[config.mk]
export PLATFORM = sky130hd
export DESIGN_NAME = port_arbiter
export DESIGN_NICKNAME = d
export VERILOG_FILES = /design/src/rtl/port_arbiter.sv
export SDC_FILE = /design/constraint.sdc
export NUM_CORES = 1
export LEC_CHECK = 0
export ABC_AREA = 1
export CORE_MARGIN = 2
export CORE_UTILIZATION = 43
export DETAILED_ROUTE_END_ITERATION = 16
export PLACE_DENSITY = 0.86
export SETUP_SLACK_MARGIN = 0.15
export SLEW_MARGIN = 5
export SYNTH_ARGS = -nofsm -noshare
export SYNTH_HDL_FRONTEND = slang
export SYNTH_SLANG_ARGS = --single-unit
[constraint.sdc]
create_clock -name clk -period 6.36 [get_ports clk]
set_clock_uncertainty 0.15 [all_clocks]
set_input_delay 0.954 -clock clk [delete_from_list [all_inputs] [get_ports clk]]
set_output_delay 0.954 -clock clk [all_outputs]
set_load 0.01 [all_outputs]
[src/rtl/port_arbiter.sv]
// port_arbiter: round-robin, wormhole-locked arbiter and flit mux for one router output port.
module port_arbiter #(
  parameter int NUM_IN  = 5,
  parameter int FLIT_W  = 32,
  parameter int TIMEOUT = 64
) (
  input  logic                     clk,
  input  logic                     rst,
  input  logic [NUM_IN-1:0]        req,
  input  logic [NUM_IN-1:0]        tail,
  input  logic [NUM_IN*FLIT_W-1:0] in_flit,
  output logic [NUM_IN-1:0]        in_ack,
  output logic                     out_valid,
  output logic [FLIT_W-1:0]        out_flit,
  input  logic                     out_ready,
  output logic [NUM_IN-1:0]        grant,
  output logic                     timeout_err,
  output logic [15:0]              pkt_count
);
  localparam int PW = NUM_IN > 1 ? $clog2(NUM_IN) : 1;
  localparam int SW = TIMEOUT > 1 ? $clog2(TIMEOUT) : 1;
  typedef enum logic {IDLE, LOCKED} state_t;
  state_t state;
  logic [PW-1:0] ptr, owner, pick, idx, nxt;
  logic [SW-1:0] stall;
  logic found, xfer, last;
  always_comb begin
    pick  = '0;
    idx   = '0;
    found = 1'b0;
    for (int k = NUM_IN - 1; k >= 0; k--) begin
      idx = PW'((int'(ptr) + k) % NUM_IN);
      if (req[idx]) begin
        pick  = idx;
        found = 1'b1;
      end
    end
  end
  // grant is zero outside LOCKED, so masking with it yields the owner's view
  always_comb begin
    out_flit = '0;
    for (int i = 0; i < NUM_IN; i++)
      if (grant[i]) out_flit = out_flit | in_flit[i*FLIT_W +: FLIT_W];
  end
  assign out_valid = |(req & grant);
  assign in_ack    = grant & req & {NUM_IN{out_ready}};
  assign xfer      = out_valid & out_ready;
  assign last      = xfer & |(tail & grant);
  assign nxt       = (owner == PW'(NUM_IN - 1)) ? '0 : owner + 1'b1;
  always_ff @(posedge clk or negedge rst) begin
    if (!rst) begin
      state       <= IDLE;
      ptr         <= '0;
      owner       <= '0;
      grant       <= '0;
      stall       <= '0;
      timeout_err <= 1'b0;
      pkt_count   <= '0;
    end else begin
      timeout_err <= 1'b0;
      if (state == IDLE) begin
        if (found) begin
          state <= LOCKED;
          owner <= pick;
          grant <= NUM_IN'(1) << pick;
          stall <= '0;
        end
      end else if (xfer) begin
        stall <= '0;
        if (last) begin
          state <= IDLE;
          grant <= '0;
          ptr   <= nxt;
          if (pkt_count != 16'hFFFF) pkt_count <= pkt_count + 16'd1;
        end
      end else if (!out_valid) begin
        if (stall == SW'(TIMEOUT - 1)) begin
          state       <= IDLE;
          grant       <= '0;
          ptr         <= nxt;
          timeout_err <= 1'b1;
        end else begin
          stall <= stall + 1'b1;
        end
      end
    end
  end
endmodule

==> impl_metrics.env <==
export IMPL_tritoncts_num_buffers=5
export IMPL_cellLeakagePower_uw=0.003044
export IMPL_grt_ovfl_total=0
export IMPL_cts_hold_buffers=0
export IMPL_first_global_vias=5146
export IMPL_finalWeightedCongestion=0.9653
export IMPL_detail_route_drc_violations=0
export IMPL_cts_max_path_buffers=2
export IMPL_cp_slowest_cell="sky130_fd_sc_hd__dfrtp_1"
export IMPL_std_cell_rows=35
export IMPL_floorplan_die_area_sq_um=10260
export IMPL_worst_setup_hold_path_clk_slew_ns=0.08
export IMPL_most_common_layout_cells="sky130_fd_sc_hd__clkdlybuf4s50_1, sky130_fd_sc_hd__nand2_1, sky130_fd_sc_hd__nand3_1, sky130_fd_sc_hd__inv_1, sky130_fd_sc_hd__a21oi_1"
export IMPL_maxCapViolations=0
export IMPL_critical_path_endpoint_type="flip-flop"
export IMPL_clock_tree_from_tritoncts="done"
export IMPL_outcome="completed"
export IMPL_cp_slowest_stage_delay_ns=0.73
export IMPL_floorplan_core_area_sq_um=9196
export IMPL_detailroute_via_count=5298
export IMPL_worst_endpoint_arrival_ns=4.15
export IMPL_grt_first_pass_wirelength_microns=25990
export IMPL_synth_avg_cell_area_sq_um=6.450
export IMPL_floorplan_initialDensity_pct=44.26
export IMPL_drt_total_wl_microns=17680
export IMPL_rsz0062_at_grt="false"
export IMPL_clock_sinks=35
export IMPL_min_period_over_period_pct=64.60
export IMPL_final_core_util_pct=71.65
export IMPL_postSynthCellCount=631
export IMPL_synth_top_area_cell="sky130_fd_sc_hd__dfrtp_1"
export IMPL_netlist_area_leader_share_pct=21.52
export IMPL_track_usage_pct=32.47
export IMPL_cellPowerDensity_nw_per_um2=485.0
export IMPL_dr_first_iter_drc_count=271
export IMPL_worst_r2r_startpoint="ptr[0]$_DFFE_PN0P_"
export IMPL_setup_total_negative_slack_ns=0
export IMPL_timing_hold_worst_start="pkt_count[15]$_DFFE_PN0P_"
export IMPL_leading_cell_type_in_the_layout_fill_and_taps_excluded="sky130_fd_sc_hd__clkdlybuf4s50_1"
export IMPL_io_buffers=232
export IMPL_postSynth_asyncResetShare_pct=100.0
export IMPL_layout_nets=1049
export IMPL_worstSetupStartpointType="flip-flop"
export IMPL_post_drt_via_cell_ratio=5.479
export IMPL_worstPathCellList="inv_2, ha_1, inv_1, ha_1, nor2_8, inv_1, ha_1, o31ai_4, nand2_2, nand2_2, nand2_4, nor2_1, nand4_1, nand3_4, o21ai_4, nand2_2, o21ai_0, nand2_1, nor2_1"
export IMPL_die_width_microns=101.3
export IMPL_worstSkewPairLatency_ns=0.30
export IMPL_post_place_cells=958
export IMPL_dr_pass1_iters=6
export IMPL_final_setup_viol_count=0
export IMPL_highest_clock_rate_mhz=243.4
export IMPL_synth_edf_count=0
export IMPL_slew_headroom_pct=58.20
export IMPL_mappedNetlistArea_sq_um=4070
export IMPL_groute_layer_met2_usage_pct=53.80
export IMPL_vdd_drop_max_v=0.0002368
export IMPL_floorplan_io_pins=233
export IMPL_cts_post_setup_buffers_inserted=0
export IMPL_warnings_from_yosys=0
export IMPL_grt_start_max_net_pins=36
export IMPL_cts_max_level=2
export IMPL_required_ns=6.40
export IMPL_hold_ws_ns=0.3611
export IMPL_timing_critical_path_fanout_max=16
export IMPL_report_final_slew_viol_count=0
export IMPL_use_met3_pct=12.22
export IMPL_global_route_hottest_layer="met2"
export IMPL_nFillCells=750
export IMPL_period_needed_ns=4.109
export IMPL_final_hold_viol_count=0
export IMPL_netlist_top_cells_area="sky130_fd_sc_hd__dfrtp_1, sky130_fd_sc_hd__nand2_1, sky130_fd_sc_hd__nand3_1, sky130_fd_sc_hd__a22o_1, sky130_fd_sc_hd__ha_1"
export IMPL_detail_route_wl_per_cell_microns=18.28
export IMPL_die_y_microns=101.3
export IMPL_postSynthNetCount=826
export IMPL_critical_path_start="ptr[0]$_DFFE_PN0P_"
export IMPL_holdCritPathClass="flip-flop to flip-flop"
export IMPL_post_dp_hpwl_microns=14310
export IMPL_final_antenna_net_count=0
export IMPL_number_of_antenna_violations_at_the_first_check_in_global_routing=1
export IMPL_global_route_met1_utilization_pct=40.03
export IMPL_worstMarginPinSlew_ns=0.6270
export IMPL_stdcell_count=967
export IMPL_post_cts_resized_instances=0
export IMPL_flow_area_growth_from_synthesis_pct=61.88
export IMPL_drive_above_1_share_pct=6.784
export IMPL_synth_cell_types=42
export IMPL_criticalPathCategory="flip-flop to flip-flop"
export IMPL_ys_seq_elements=35
export IMPL_root_buffer="sky130_fd_sc_hd__clkbuf_8"
export IMPL_ys_seq_area_share_pct=21.52
export IMPL_synthFlopType="sky130_fd_sc_hd__dfrtp_1"
[logic make-up after synthesis]
logic type               synth area share (%)
buffers and inverters                   8.792
AND/OR/NAND/NOR                         39.29
XOR/XNOR                                4.304
flip-flops                              21.52
AO/OA/AOI/OAI                           19.34
adder cells (fa/ha/maj)                 6.763
[worst max-delay path: cells and delay by family (launching register included)]
kind,cells,cell delay (ns)
buf+inv,3,0.38
simple gates,10,1.28
flops,1,0.73
compound gates,3,0.54
fa+ha+maj,3,0.90
[Yosys cell counts, types with 7 or more instances]
cell type / number
sky130_fd_sc_hd__a21oi_1: 37
sky130_fd_sc_hd__a22o_1: 32
sky130_fd_sc_hd__clkbuf_1: 15
sky130_fd_sc_hd__dfrtp_1: 35
sky130_fd_sc_hd__ha_1: 22
sky130_fd_sc_hd__inv_1: 62
sky130_fd_sc_hd__nand2_1: 179
sky130_fd_sc_hd__nand2_2: 16
sky130_fd_sc_hd__nand3_1: 85
sky130_fd_sc_hd__nand3_2: 7
sky130_fd_sc_hd__nor2_1: 35
sky130_fd_sc_hd__o21ai_0: 19
sky130_fd_sc_hd__o21ai_1: 10
sky130_fd_sc_hd__xor2_1: 15
[power breakdown]
group / internal, uW / leakage, uW / switching [uW]
combinational: 1030 / 0.00253 / 1570
clock: 117 / 0.0000581 / 86.8
sequential: 277 / 0.000456 / 115
total: 1420 / 0.00304 / 1770
[layer usage]
layer / vias to the layer above / routed length (microns)
li1: 2552 / -
met1: 2404 / 7113
met2: 299 / 7948
met3: 43 / 2203
met4: 0 / 415
met5: - / 0
[state kept, by name, summed over array words and instances (netlist names)]
register     cells
pkt_count       16
stall            6
grant            5
owner            3
ptr              3
state            1
timeout_err      1
[metrics by stage]
stage / power, uW / cell area [sq um] / setup slack [ns]
final: 3196 / 6589 / 2.251
after global placement: 2862 / 6474 / 2.444
after global routing: 3508 / 6589 / 1.955
after floorplan: 2096 / 4070 / 2.753
after detailed placement: 2938 / 6474 / 2.292
after CTS: 3155 / 6586 / 2.299
[path summary, 6_finish.rpt]
| path | to | slack [ns] | cells past startpoint |
|---|---|---|---|
| max | stall[2]$_DFFE_PN0P_ | 2.25 | 19 |
| min | pkt_count[15]$_DFFE_PN0P_ | 0.36 | 1 |
| max reg2reg | stall[2]$_DFFE_PN0P_ | 2.25 | 19 |
| min reg2reg | pkt_count[15]$_DFFE_PN0P_ | 0.36 | 1 |
| max in group asynchronous | pkt_count[5]$_DFFE_PN0P_ | 4.82 | 2 |
| min in group asynchronous | pkt_count[8]$_DFFE_PN0P_ | 0.91 | 2 |
[final cells by class]
cell class	instances	area, sq um	area share (%)
Antenna cell	1	2.502	0.03798
Timing Repair Buffer	238	2367	35.93
Inverter	68	255.2	3.874
Clock buffer	5	68.82	1.044
Sequential cell	35	875.8	13.29
Clock inverter	3	43.79	0.6646
Multi-Input combinational cell	506	2836	43.05
Tap cell	111	138.9	2.108
No activity file was read; power rests on OpenSTA's default activity.
